--- src/rtl/mem_stage.sv ---
`default_nettype none
// ============================================================================
// Module      : mem_stage
// Description : LC-3b MEM pipeline stage. Accepts one instruction from EX,
//               performs at most one data access (two with indirection),
//               stalls EX while busy, aborts with mem_err after TIMEOUT
//               cycles without mem_resp, and registers the result toward WB.
//               Optional feature macro: MEM_INDIRECT_EN (LDI/STI pointer
//               fetch through state ACC2).
// Revision    : 1.0 - initial release
// ============================================================================
package lc3b_pkg;
  typedef struct packed {
    logic [3:0] opcode;
    logic [2:0] dr;
    logic       ld_reg;
    logic       mem_read;
    logic       mem_write;
    logic       mem_byte;
    logic       mem_indirect;
  } lc3b_ipacket;
endpackage

module mem_stage
  import lc3b_pkg::*;
#(
  parameter int TIMEOUT = 1023
) (
  input  logic        clk,
  input  logic        reset_n,
  input  logic        ex_valid,
  input  lc3b_ipacket ex_ipacket,
  input  logic [15:0] ex_alu,
  input  logic [15:0] ex_addr,
  input  logic [15:0] ex_sdata,
  input  logic [15:0] ex_br_addr,
  output logic        stall_out,
  mem_stage_if.master mem,
  output logic        wb_valid,
  output lc3b_ipacket wb_ipacket,
  output logic [15:0] wb_alu,
  output logic [15:0] wb_mem,
  output logic [15:0] wb_br_addr,
  output logic        mem_err
);

  localparam int                 c_cnt_w    = $clog2(TIMEOUT + 1);
  localparam logic [c_cnt_w-1:0] c_cnt_last = c_cnt_w'(TIMEOUT - 1);

  typedef enum logic [1:0] {
    IDLE = 2'd0,
    ACC1 = 2'd1,
    ACC2 = 2'd2
  } state_t;

  state_t             r_state;
  state_t             w_state_next;
  lc3b_ipacket        r_pkt;
  logic [15:0]        r_alu;
  logic [15:0]        r_addr;
  logic [15:0]        r_sdata;
  logic [15:0]        r_br;
  logic [c_cnt_w-1:0] r_count;

  logic w_ex_mem;
  logic w_ex_ind;
  logic w_hold_ind;
  logic w_req;
  logic w_resp;
  logic w_wait;
  logic w_expire;
  logic w_accept;
  logic w_pass;
  logic w_hop;
  logic w_issue;
  logic w_finish;
  logic w_abort;

  // Word accesses are forced to an even address; byte accesses keep it.
  function automatic logic [15:0] f_addr(input logic [15:0] a, input logic b);
    return b ? a : {a[15:1], 1'b0};
  endfunction

  function automatic logic [1:0] f_be(input logic a0, input logic b);
    return b ? (a0 ? 2'b10 : 2'b01) : 2'b11;
  endfunction

  // A byte store replicates the byte on both lanes; enables pick the lane.
  function automatic logic [15:0] f_wdata(input logic [15:0] s, input logic b);
    return b ? {s[7:0], s[7:0]} : s;
  endfunction

  function automatic logic [15:0] f_load(input logic [15:0] d, input logic a0, input logic b);
    logic [7:0] y;
    y = a0 ? d[15:8] : d[7:0];
    return b ? {{8{y[7]}}, y} : d;
  endfunction

  assign w_ex_mem = ex_ipacket.mem_read | ex_ipacket.mem_write;
`ifdef MEM_INDIRECT_EN
  assign w_ex_ind   = w_ex_mem & ex_ipacket.mem_indirect;
  assign w_hold_ind = r_pkt.mem_indirect;
`else
  assign w_ex_ind   = 1'b0;
  assign w_hold_ind = 1'b0;
`endif

  // A response only counts while a strobe is actually up, so mem_resp in
  // IDLE or in the turnaround cycle before the second access is ignored.
  assign w_req     = mem.mem_read | mem.mem_write;
  assign w_resp    = w_req & mem.mem_resp;
  assign w_wait    = (r_state != IDLE) & w_req & ~mem.mem_resp;
  assign w_expire  = w_wait & (r_count == c_cnt_last);
  assign stall_out = (r_state != IDLE);

  // State register.
  always_ff @(posedge clk or negedge reset_n) begin
    if (!reset_n) begin
      r_state <= IDLE;
    end else begin
      r_state <= w_state_next;
    end
  end

  // Next-state and per-cycle action decode.
  always_comb begin
    w_state_next = r_state;
    w_accept     = 1'b0;
    w_pass       = 1'b0;
    w_hop        = 1'b0;
    w_issue      = 1'b0;
    w_finish     = 1'b0;
    w_abort      = 1'b0;
    case (r_state)
      IDLE: begin
        if (ex_valid) begin
          w_accept = 1'b1;
          if (w_ex_mem) begin
            w_state_next = ACC1;
          end else begin
            w_pass = 1'b1;
          end
        end
      end
      ACC1: begin
        if (w_resp) begin
          if (w_hold_ind) begin
            w_hop        = 1'b1;
            w_state_next = ACC2;
          end else begin
            w_finish     = 1'b1;
            w_state_next = IDLE;
          end
        end else if (w_expire) begin
          w_abort      = 1'b1;
          w_state_next = IDLE;
        end
      end
      ACC2: begin
        if (w_resp) begin
          w_finish     = 1'b1;
          w_state_next = IDLE;
        end else if (w_expire) begin
          w_abort      = 1'b1;
          w_state_next = IDLE;
        end else if (!w_req) begin
          w_issue = 1'b1;
        end
      end
      default: begin
        w_state_next = IDLE;
      end
    endcase
  end

  // Hold register, memory request registers, timeout counter and WB outputs.
  always_ff @(posedge clk or negedge reset_n) begin
    if (!reset_n) begin
      r_pkt               <= '0;
      r_alu               <= '0;
      r_addr              <= '0;
      r_sdata             <= '0;
      r_br                <= '0;
      r_count             <= '0;
      mem.mem_read        <= 1'b0;
      mem.mem_write       <= 1'b0;
      mem.mem_address     <= '0;
      mem.mem_wdata       <= '0;
      mem.mem_byte_enable <= '0;
      wb_valid            <= 1'b0;
      wb_ipacket          <= '0;
      wb_alu              <= '0;
      wb_mem              <= '0;
      wb_br_addr          <= '0;
      mem_err             <= 1'b0;
    end else begin
      wb_valid <= 1'b0;
      mem_err  <= 1'b0;

      if (w_accept) begin
        r_pkt   <= ex_ipacket;
        r_alu   <= ex_alu;
        r_addr  <= ex_addr;
        r_sdata <= ex_sdata;
        r_br    <= ex_br_addr;
        r_count <= '0;
        if (w_ex_ind) begin
          // Pointer fetch is always a word read, even for STI.
          mem.mem_read        <= 1'b1;
          mem.mem_write       <= 1'b0;
          mem.mem_address     <= {ex_addr[15:1], 1'b0};
          mem.mem_byte_enable <= 2'b11;
          mem.mem_wdata       <= ex_sdata;
        end else if (w_ex_mem) begin
          mem.mem_read        <= ex_ipacket.mem_read;
          mem.mem_write       <= ex_ipacket.mem_write;
          mem.mem_address     <= f_addr(ex_addr, ex_ipacket.mem_byte);
          mem.mem_byte_enable <= f_be(ex_addr[0], ex_ipacket.mem_byte);
          mem.mem_wdata       <= f_wdata(ex_sdata, ex_ipacket.mem_byte);
        end
      end

      if (w_pass) begin
        wb_valid   <= 1'b1;
        wb_ipacket <= ex_ipacket;
        wb_alu     <= ex_alu;
        wb_mem     <= '0;
        wb_br_addr <= ex_br_addr;
      end

      if (w_wait) begin
        r_count <= r_count + c_cnt_w'(1);
      end

      // Fetched pointer becomes the effective address; strobes drop for one
      // cycle before the real access is issued.
      if (w_hop) begin
        r_addr        <= mem.mem_rdata;
        r_count       <= '0;
        mem.mem_read  <= 1'b0;
        mem.mem_write <= 1'b0;
      end

      if (w_issue) begin
        mem.mem_read        <= r_pkt.mem_read;
        mem.mem_write       <= r_pkt.mem_write;
        mem.mem_address     <= f_addr(r_addr, r_pkt.mem_byte);
        mem.mem_byte_enable <= f_be(r_addr[0], r_pkt.mem_byte);
        mem.mem_wdata       <= f_wdata(r_sdata, r_pkt.mem_byte);
      end

      if (w_finish || w_abort) begin
        mem.mem_read  <= 1'b0;
        mem.mem_write <= 1'b0;
        wb_valid      <= 1'b1;
        wb_ipacket    <= r_pkt;
        wb_alu        <= r_alu;
        wb_br_addr    <= r_br;
        wb_mem        <= (w_finish && r_pkt.mem_read) ?
                         f_load(mem.mem_rdata, r_addr[0], r_pkt.mem_byte) : '0;
        mem_err       <= w_abort;
      end
    end
  end

endmodule
`default_nettype wire

--- src/rtl/mem_stage_if.sv ---
`default_nettype none
// ============================================================================
// Module      : mem_stage_if
// Description : Data-memory bus between the MEM stage (master) and the
//               memory (slave): request strobes, address, write data,
//               byte enables, read data and access-complete pulse.
// Revision    : 1.0 - initial release
// ============================================================================
interface mem_stage_if;
  logic        mem_read;
  logic        mem_write;
  logic [15:0] mem_address;
  logic [15:0] mem_wdata;
  logic [1:0]  mem_byte_enable;
  logic [15:0] mem_rdata;
  logic        mem_resp;

  modport master (
    output mem_read,
    output mem_write,
    output mem_address,
    output mem_wdata,
    output mem_byte_enable,
    input  mem_rdata,
    input  mem_resp
  );

  modport slave (
    input  mem_read,
    input  mem_write,
    input  mem_address,
    input  mem_wdata,
    input  mem_byte_enable,
    output mem_rdata,
    output mem_resp
  );
endinterface
`default_nettype wire

--- src/flat_wrapper.sv ---
// flat-port wrapper written by rule: the top's interface ports become plain ports
module mem_stage_flat import lc3b_pkg::*;
#(
  parameter int TIMEOUT = 1023
)
  (clk, reset_n, ex_valid, ex_ipacket, ex_alu, ex_addr, ex_sdata, ex_br_addr, stall_out, wb_valid, wb_ipacket, wb_alu, wb_mem, wb_br_addr, mem_err, mem_mem_read, mem_mem_write, mem_mem_address, mem_mem_wdata, mem_mem_byte_enable, mem_mem_rdata, mem_mem_resp);
  mem_stage_if mem_i ();
  input  logic clk;
  input  logic reset_n;
  input  logic ex_valid;
  input  lc3b_ipacket ex_ipacket;
  input  logic [15:0] ex_alu;
  input  logic [15:0] ex_addr;
  input  logic [15:0] ex_sdata;
  input  logic [15:0] ex_br_addr;
  output logic stall_out;
  output logic wb_valid;
  output lc3b_ipacket wb_ipacket;
  output logic [15:0] wb_alu;
  output logic [15:0] wb_mem;
  output logic [15:0] wb_br_addr;
  output logic mem_err;
  output wire logic [$bits(mem_i.mem_read)-1:0] mem_mem_read;
  output wire logic [$bits(mem_i.mem_write)-1:0] mem_mem_write;
  output wire logic [$bits(mem_i.mem_address)-1:0] mem_mem_address;
  output wire logic [$bits(mem_i.mem_wdata)-1:0] mem_mem_wdata;
  output wire logic [$bits(mem_i.mem_byte_enable)-1:0] mem_mem_byte_enable;
  input wire logic [$bits(mem_i.mem_rdata)-1:0] mem_mem_rdata;
  input wire logic [$bits(mem_i.mem_resp)-1:0] mem_mem_resp;
  assign mem_mem_read = mem_i.mem_read;
  assign mem_mem_write = mem_i.mem_write;
  assign mem_mem_address = mem_i.mem_address;
  assign mem_mem_wdata = mem_i.mem_wdata;
  assign mem_mem_byte_enable = mem_i.mem_byte_enable;
  assign mem_i.mem_rdata = mem_mem_rdata;
  assign mem_i.mem_resp = mem_mem_resp;
  mem_stage #(.TIMEOUT(TIMEOUT)) u_core (.clk(clk), .reset_n(reset_n), .ex_valid(ex_valid), .ex_ipacket(ex_ipacket), .ex_alu(ex_alu), .ex_addr(ex_addr), .ex_sdata(ex_sdata), .ex_br_addr(ex_br_addr), .stall_out(stall_out), .mem(mem_i), .wb_valid(wb_valid), .wb_ipacket(wb_ipacket), .wb_alu(wb_alu), .wb_mem(wb_mem), .wb_br_addr(wb_br_addr), .mem_err(mem_err));
endmodule
--- config.mk ---
export PLATFORM = sky130hd
export DESIGN_NAME = mem_stage_flat
export DESIGN_NICKNAME = d
export VERILOG_FILES = /design/src/rtl/mem_stage.sv /design/src/rtl/mem_stage_if.sv /design/src/flat_wrapper.sv
export SDC_FILE = /design/constraint.sdc
export NUM_CORES = 1
export LEC_CHECK = 0
export CAP_MARGIN = 30
export CELL_PAD_IN_SITES_DETAIL_PLACEMENT = 1
export CELL_PAD_IN_SITES_GLOBAL_PLACEMENT = 1
export CORE_MARGIN = 2
export CORE_UTILIZATION = 40
export CTS_CLUSTER_SIZE = 8
export DETAILED_ROUTE_END_ITERATION = 6
export PLACE_DENSITY = 0.95
export SLEW_MARGIN = 20
export SYNTH_ARGS = -nofsm -noshare
export SYNTH_HDL_FRONTEND = slang
export SYNTH_SLANG_ARGS = --single-unit
--- constraint.sdc ---
create_clock -name clk -period 2.6 [get_ports clk]
set_input_delay 0.39 -clock clk [delete_from_list [all_inputs] [get_ports clk]]
set_output_delay 0.39 -clock clk [all_outputs]
set_load 0.1 [all_outputs]
## After elaboration in Yosys (flattened, before gate mapping)

Index checks and enable logic that the tools add are counted.

| word-level totals | value |
|---|---|
| bits in registers | 186 |
| bits of input ports | 96 |
| output and inout bits | 99 |
| word-level logic and storage cells | 118 |

| operators by class | value |
|---|---|
| $add $sub $neg | 1 |
| equal/unequal tests | 6 |
| mux-type cells | 60 |
| bitwise operators | 7 |
| reduce and logical (&&, ||, !) cells | 14 |

Operator list:

| operator | count |
|---|---|
| 16-bit two-way mux | 16 |
| 1-bit two-way mux | 27 |
| 12-bit two-way mux | 2 |
| 2-bit two-way mux | 11 |
| 10-bit two-way mux | 2 |
| 10-bit by 1-bit adder with 10-bit output, second input constant | 1 |
| 10-bit equality test, second input constant | 1 |
| 2-bit nonzero test | 5 |
| 8-bit two-way mux | 1 |
| 3-bit nonzero test | 2 |
| 1-bit AND | 4 |
| 2-bit one-hot mux with 2 select lines | 1 |
| 2-bit AND reduction | 2 |
| 3-bit by 1-bit inequality test with 1-bit output, second input constant | 1 |
| 3-bit AND reduction | 1 |
| 2-bit by 1-bit equality test with 1-bit output, second input constant | 1 |
| 2-bit equality test, second input constant | 1 |
| 2-bit logical NOT | 1 |
| 2-bit by 1-bit inequality test with 1-bit output, second input constant | 1 |
| 2-bit inequality test, second input constant | 1 |
| 1-bit OR | 2 |
| 2-bit OR reduction | 1 |
| 1-bit logical AND | 1 |
| 1-bit logical OR | 1 |
| 1-bit NOT | 1 |

## Depth between registers and ports, before layout

Gate-level depths: netlist of run 1.

| logic depth | value |
|---|---|
| depth in word-level cells | 10 |
| depth in mapped cells | 6 |

## Least setup slack after synthesis of run 1

Ideal clock, no wire load.

| timing path | value |
|---|---|
| path kind | register to register |
| start | register u_core.r_state[0] |
| end | register u_core.wb_alu[0] |
| arrival | 2.201 ns |
| data required time | 2.475 ns |
| path slack | 0.274 ns |
| stages on the path, launching flop included | 6 |
| cell sequence | dfrtp_1 > nand2b_1 > nor3_4 > a31oi_4 > buf_6 > mux2_4 |

| on the way | value |
|---|---|
| cells in the longest elaborated chain, start to end | 9 |

Ends and longest elaborated chain:

| what | RTL line | RTL |
|---|---|---|
| start: declaration | mem_stage.sv:56 | `state_t r_state;` |
| start signal: assignment | mem_stage.sv:121 | `r_state <= w_state_next;` |
| 2-bit nonzero test | mem_stage.sv:112 | `assign w_wait = (r_state != IDLE) & w_req & ~mem.mem_resp;` |
| 1-bit AND (2 in series) | mem_stage.sv:112 |  |
| 1-bit AND | mem_stage.sv:113 | `assign w_expire = w_wait & (r_count == c_cnt_last);` |
| 1-bit two-way mux | mem_stage.sv:154, mem_stage.sv:163 |  |
| 1-bit two-way mux | mem_stage.sv:146 | `if (w_resp) begin` |
| 1-bit two-way mux | -- |  |
| 1-bit logical OR | mem_stage.sv:252 | `if (w_finish \|\| w_abort) begin` |
| 16-bit two-way mux or 2-bit nonzero test (tied branches) | -- |  |
| end signal: assignment | mem_stage.sv:226 | `wb_alu <= ex_alu;` |
| end signal: assignment | mem_stage.sv:257 | `wb_alu <= r_alu;` |
| end: declaration | mem_stage.sv:41 | `output logic [15:0] wb_alu,` |

Parallel ways exist; a longest one is shown, timed or not.
A chain may end at the register's enable or synchronous reset.

## Worst setup path after layout of run 1

| timing path | value |
|---|---|
| start | register u_core.r_count[0] |
| end | register, netlist name u_core.wb_ipacket[0] |

| on the way | value |
|---|---|
| cells in the longest elaborated chain, start to end | 7 |

Ends and longest elaborated chain:

| what | RTL line | RTL |
|---|---|---|
| start: declaration | mem_stage.sv:63 | `logic [c_cnt_w-1:0] r_count;` |
| start signal: assignment | mem_stage.sv:232 | `r_count <= r_count + c_cnt_w'(1);` |
| 10-bit equality test * | mem_stage.sv:113 |  |
| 1-bit AND * | mem_stage.sv:113 |  |
| 1-bit two-way mux * | mem_stage.sv:154, mem_stage.sv:163 |  |
| 1-bit two-way mux * | mem_stage.sv:146 |  |
| 1-bit two-way mux * | -- |  |
| 1-bit logical OR * | mem_stage.sv:252 |  |
| 12-bit two-way mux or 2-bit nonzero test (tied branches) | -- |  |

Mark *: on every way between the ends. The rest lies on a longest branch, timed or not.

==> results.toml, run 1 <==
[status]
status = "complete, no violations"

[timing]
min_period_ps = 1996
fin_crit_sh = 0.7677
tightest_slew_ps = 662.5
setup_viol = 0
maxSlewHeadroom = 0.5583
max_freq_ghz = 0.5010
hold_viol = 0
rsz0062_at_grt = "false"
finalClockSkew_ps = 10.45
fin_tns_setup_ps = 0
drv_slew = 0

[worst_setup_path]
cp_cell_sequence = "inv_1 -> ha_1 -> and4_1 -> a31oi_4 -> buf_12 -> mux2_2"
endpoint_kind = "register"
worst-path-max-fanout = 29
arrival_ps = 2300
rrSetupSlack_ps = 600
cp_slowest_cell = "dfrtp_1"
cp.required_ps = 2900
path_buf_inv = 2
reg2reg_depth = 6
cp-start-kind = "register"
worstSetupPathType = "register to register"
rr_endpoint = "u_core.wb_ipacket[0]$_DFFE_PN0P_"
worstReg2RegStart = "u_core.r_count[0]$_DFFE_PN0P_"
cp_top_family = "flip-flops"
critPathMaxStageDelay_ps = 400

[clock_tree]
cts_root_buf = "clkbuf_16"
insertion_delay_ps = 420
cts.sinks = 154
cts_tree = "built"
clockBufferDepth = 2
cts_made_buffers = 17
ctsHtreeMaxLevel = 4
path_clk_slew_ps = 60
cts_resized = 0

[placement]
portBuffers = 194
dp_hpwl_um = 13410
gp_congestion = 0.7440

[hold_path]
hp-start = "u_core.r_br[12]$_DFFE_PN0P_"
hold_path_class = "register to register"
min_path_cells = 2
whs_endpoint = "u_core.r_br[12]$_DFFE_PN0P_"

[synth]
yosysWarnings = 0
synth.avg_cell_area_sq_um = 11.78
seq_area_frac_synth = 0.5708
synth_flop_cell = "dfrtp_1"
syn_area_sq_mm = 0.006751
syn-num-nets = 671
synth_cell_types = 35
async_reset_ff_frac = 1.000
netlist_instances = 573
synth_edf_count = 0
yosys_register_bits = 154

[final_layout]
num_antenna_cells = 0
final_common_cell = "nand2_1"
layout-drive-gt1-share = 0.3308
final_cell_mix = "nand2_1, dfrtp_1, buf_4"
area_growth_pct = 39.10
fin_nets = 872

[floorplan]
die_y_um = 133.9
die_w_um = 133.9
core-area_sq_mm = 0.01652
floorplan.initialDensity = 0.4086
dieArea_sq_mm = 0.01793
io_pins = 195
rows = 47

[flow_run]
maxCapViolCount = 0

[global_routing]
grt_max_degree = 67
overflow = 0
grt.total_usage = 0.2225
grt_antenna_before_repair = 0
grt_pass1_wl_um = 30930
grt_pass1_vias = 5763

[detailed_routing]
initialDrtViolationCount = 188
firstDrtPassIters = 4
detail_route.wl_per_cell_um = 18.96
via_per_inst = 5.092
drc_errors = 0
via_count = 5123
wl_um = 19080
drtAntennaViolNets = 0
-- final cells by class --
class | count | area (sq um)
multi-input cells | 383 | 2725
flip-flops and latches | 154 | 3854
clock inverters | 14 | 185.2
fillers | 1713 | 7133
well taps | 220 | 275.3
repair buffers | 211 | 1901
clock buffers | 17 | 425.4
inverters | 7 | 26.28
-- worst min-delay path: cells and delay by family, from the launching register on --
kind | cells | cell delay, ps
flip-flops | 1 | 340
AND/OR/NAND/NOR | 2 | 100
-- flip-flops by register name, indices dropped and copies added (netlist names) --
register / count
u_core.mem.mem_address: 16
u_core.mem.mem_wdata: 16
u_core.r_alu: 16
u_core.r_br: 16
u_core.wb_alu: 16
u_core.wb_br_addr: 16
u_core.wb_mem: 16
u_core.r_pkt: 12
u_core.wb_ipacket: 12
u_core.r_count: 10
u_core.mem.mem_byte_enable: 2
u_core.mem.mem_read: 1
u_core.mem.mem_write: 1
u_core.mem_err: 1
u_core.r_addr: 1
u_core.r_state: 1
u_core.wb_valid: 1
-- worst max path at each step --
| stage | startpoint | slack [ps] | depth (start not counted) | end |
|---|---|---|---|---|
| global route | u_core.r_count[0]$_DFFE_PN0P_ | 510 | 6 | u_core.wb_ipacket[0]$_DFFE_PN0P_ |
| detailed placement | mem_mem_resp | 370 | 6 | u_core.wb_ipacket[7]$_DFFE_PN0P_ |
| CTS | u_core.r_count[0]$_DFFE_PN0P_ | 600 | 6 | u_core.wb_ipacket[0]$_DFFE_PN0P_ |
| finish | u_core.r_count[0]$_DFFE_PN0P_ | 600 | 6 | u_core.wb_ipacket[0]$_DFFE_PN0P_ |
| floorplan | u_core.r_state[0]$_DFFE_PN0P_ | 270 | 5 | u_core.wb_alu[0]$_DFFE_PN0P_ |
| global placement | mem_mem_resp | 400 | 6 | u_core.wb_ipacket[0]$_DFFE_PN0P_ |
-- cells in the mapped netlist, types with 7 or more instances --
cell type | n | share of area
nand3_1 | 7 | 0.0052
clkbuf_1 | 8 | 0.0044
dfrtp_1 | 154 | 0.57
mux2_2 | 69 | 0.12
nand2_1 | 160 | 0.089
mux2i_1 | 25 | 0.037
inv_1 | 7 | 0.0039
o21ai_0 | 28 | 0.021
mux2_4 | 36 | 0.080
o22ai_1 | 9 | 0.0083
buf_2 | 10 | 0.0074
nor2_1 | 14 | 0.0078
a21oi_1 | 11 | 0.0082
-- metrics by stage --
step / cell area [sq um] / worst slack [ps] / cells / hold slack [ps] / util
2_1_floorplan: 6751 / 274.0 / 573 / 94.41 / -
3_3_place_gp: 8771 / 404.6 / 974 / 429.1 / 0.5308
3_5_place_dp: 8771 / 374.3 / 974 / 443.3 / 0.5308
4_1_cts: 9392 / 603.5 / 1006 / 477.5 / 0.5683
5_1_grt: 9392 / 509.0 / 1006 / 503.9 / 0.5683
6_report: 9392 / 603.9 / 1006 / 474.9 / 0.5683
-- cells by family (layout without fill, tap and decap cells) --
group | count (synthesis) | count (layout) | share of synthesized area
simple gates | 194 | 194 | 0.1168
flops | 154 | 154 | 0.5708
mux | 130 | 130 | 0.2322
compound gates | 57 | 57 | 0.04967
buf+inv | 36 | 249 | 0.02687
fa+ha+maj | 2 | 2 | 0.003706
-- metal layers --
| layer | GRT usage | routed length, um | up-vias | share of wire |
|---|---|---|---|---|
| met5 | 0 | 0 | - | 0 |
| met4 | 0.06560 | 239 | 0 | 0.013 |
| met3 | 0.06160 | 1071 | 21 | 0.056 |
| met2 | 0.3997 | 10120 | 159 | 0.53 |
| met1 | 0.2593 | 7643 | 2598 | 0.40 |
| li1 | - | - | 2345 | - |
-- timing repair --
item / CTS / global route
hold buffers: 1 / 0
buffers inserted: 0 / 0
hold endpoints to repair: 23 / 0
Power of run 1 is not shown: default switching activity piles up to over one toggle a cycle in this logic, so the estimate is an artifact.
==> inputs of run 2 (changes only) <==
--- a/config.mk
+++ b/config.mk
@@ -9,10 +9,10 @@
 export CELL_PAD_IN_SITES_DETAIL_PLACEMENT = 1
 export CELL_PAD_IN_SITES_GLOBAL_PLACEMENT = 1
 export CORE_MARGIN = 2
-export CORE_UTILIZATION = 40
+export CORE_UTILIZATION = 37
 export CTS_CLUSTER_SIZE = 8
 export DETAILED_ROUTE_END_ITERATION = 6
-export PLACE_DENSITY = 0.95
+export PLACE_DENSITY = 0.9
 export SLEW_MARGIN = 20
 export SYNTH_ARGS = -nofsm -noshare
 export SYNTH_HDL_FRONTEND = slang
==> constraint.sdc (replaced) <==
create_clock -name clk -period 2 [get_ports clk]
set_input_delay 0.3 -clock clk [delete_from_list [all_inputs] [get_ports clk]]
set_output_delay 0.3 -clock clk [all_outputs]
set_load 0.1 [all_outputs]
==> run 2 against run 1 <==
- non-clock buffer count is 13 higher
- clock skew is 0.90 ps lower
- setup slack worse by 520 ps
- critical path depth is 1 higher
- sequential cell count stayed put
- first-iteration DRC count is 22% lower
- final area is 1.3% higher
- via count is 0.78% lower
- die area is 7.9% higher
- critical path type unchanged
- critical endpoint is now u_core.wb_alu[15]$_DFFE_PN0P_
- highest routed layer unchanged
==> results.toml, run 2 (same netlist as run 1, synthesis figures left out) <==
[clock_tree]
cts_resized = 0
clockBufferDepth = 2
path_clk_slew_ps = 60
ctsHtreeMaxLevel = 4
cts.sinks = 154
cts_made_buffers = 17
cts_root_buf = "clkbuf_16"
insertion_delay_ps = 420
cts_tree = "built"

[flow_run]
maxCapViolCount = 0

[global_routing]
grt_pass1_wl_um = 30300
overflow = 0
grtUsageMet1 = 0.2245
gr-max-usage-layer = "met2"
grtUsageMet2 = 0.3609
grt_max_degree = 58
grt.total_usage = 0.1987
grt_antenna_before_repair = 0
grt_pass1_vias = 5745
grt_util_met3 = 0.06423

[timing]
setup_viol = 0
max_freq_ghz = 0.5215
finalClockSkew_ps = 9.546
min_period_ps = 1917
fin_tns_setup_ps = 0
fin_ws_ps = 82.51
maxSlewHeadroom = 0.6141
tightest_slew_ps = 578.9
drv_slew = 0
fin_crit_sh = 0.9587
hold_viol = 0
rsz0062_at_grt = "false"
worst_hold_slack_ps = 406.6

[worst_setup_path]
worst-path-max-fanout = 14
arrival_ps = 2210
cp-start-kind = "register"
cp.required_ps = 2300
endpoint_kind = "register"
worstSetupPathType = "register to register"

[detailed_routing]
drtAntennaViolNets = 0
initialDrtViolationCount = 146
drc_errors = 0
firstDrtPassIters = 4
detail_route.wl_per_cell_um = 18.56
via_count = 5083
wl_um = 19100
via_per_inst = 4.940

[final_layout]
area_growth_pct = 40.94
instances_no_fill = 1029
num_antenna_cells = 0
layout-drive-gt1-share = 0.3463
final_cell_mix = "nand2_1, dfrtp_1, buf_4"
final_common_cell = "nand2_1"
fin_nets = 885

[floorplan]
core-area_sq_mm = 0.01796
rows = 49
io_pins = 195
floorplan.initialDensity = 0.3758
die_w_um = 139.1
die_y_um = 139.1
dieArea_sq_mm = 0.01934

[placement]
dp_hpwl_um = 13690
gp_congestion = 0.7719
dp_slack_ps = -60.73
portBuffers = 194
dp.cells = 992

[hold_path]
hold_path_class = "input pin to async pin"

[status]
status = "complete, no violations"
[run 2: cell count changes in the layout (fill, tap and decap cells not counted), sizes merged]
cell,delta
clkbuf,+2
buf,+12
clkinvlp,+2
clkinv,+3
inv,-3
bufinv,-2
[run 2: critical path, cell delays in order, from the launching register on]
cell and delay (ps):
dfrtp_1 390, inv_1 100, ha_1 190, and4_1 250, a31oi_4 200, buf_4 150
buf_12 160, mux2_2 350
[run 2: through the flow]
stage               cell area [sq um]    util
global route                     9515  0.5297
detailed placement               8881  0.4944
global placement                 8881  0.4944
finish                           9515  0.5297
floorplan                        6758       -
CTS                              9468  0.5271
[run 2: metal layers]
metal | up-vias | share of wire
met3 | 16 | 0.065
met4 | 0 | 0.010
met2 | 157 | 0.53
li1 | 2373 | -
met5 | - | 0
met1 | 2537 | 0.40
[run 2: final cells by class]
class | instances | area (sq um)
Fill cell | 1876 | 8448
Timing Repair Buffer | 224 | 2041
Sequential cell | 154 | 3860
Clock inverter | 14 | 137.6
Multi-Input combinational cell | 383 | 2725
Clock buffer | 18 | 439.2
Tap cell | 229 | 286.5
Inverter | 7 | 26.28
[run 2: worst paths after layout]
path	end	from	cells after the start	slack, ps
max in group asynchronous	u_core.mem.mem_wdata[4]$_DFFE_PN0P_	reset_n	3	920
hold reg to reg	u_core.r_br[12]$_DFFE_PN0P_	u_core.r_br[12]$_DFFE_PN0P_	2	480
hold / removal	u_core.wb_mem[10]$_DFFE_PN0P_	reset_n	2	410
setup / recovery	u_core.wb_alu[15]$_DFFE_PN0P_	u_core.r_count[0]$_DFFE_PN0P_	7	80
min in group clk	u_core.r_br[0]$_DFFE_PN0P_	ex_br_addr[0]	3	440
setup reg to reg	u_core.wb_alu[15]$_DFFE_PN0P_	u_core.r_count[0]$_DFFE_PN0P_	7	80
[run 2: repair_timing]
item,in CTS,in global routing
setup endpoints to repair,0,15
endpoints found under the hold margin,47,0
buffers inserted,0,3
hold buffers,1,0
Power of run 2 is left out for the same reason.
==> inputs of run 3 (changes only) <==
--- a/config.mk
+++ b/config.mk
@@ -12,6 +12,7 @@
 export CORE_UTILIZATION = 37
 export CTS_CLUSTER_SIZE = 8
 export DETAILED_ROUTE_END_ITERATION = 6
+export HOLD_SLACK_MARGIN = 0.12
 export PLACE_DENSITY = 0.9
 export SLEW_MARGIN = 20
 export SYNTH_ARGS = -nofsm -noshare
==> results of run 3 <==
Same layout as run 2: the final DEF is identical, and so are final timing and power.
Power of run 3 is left out for the same reason.
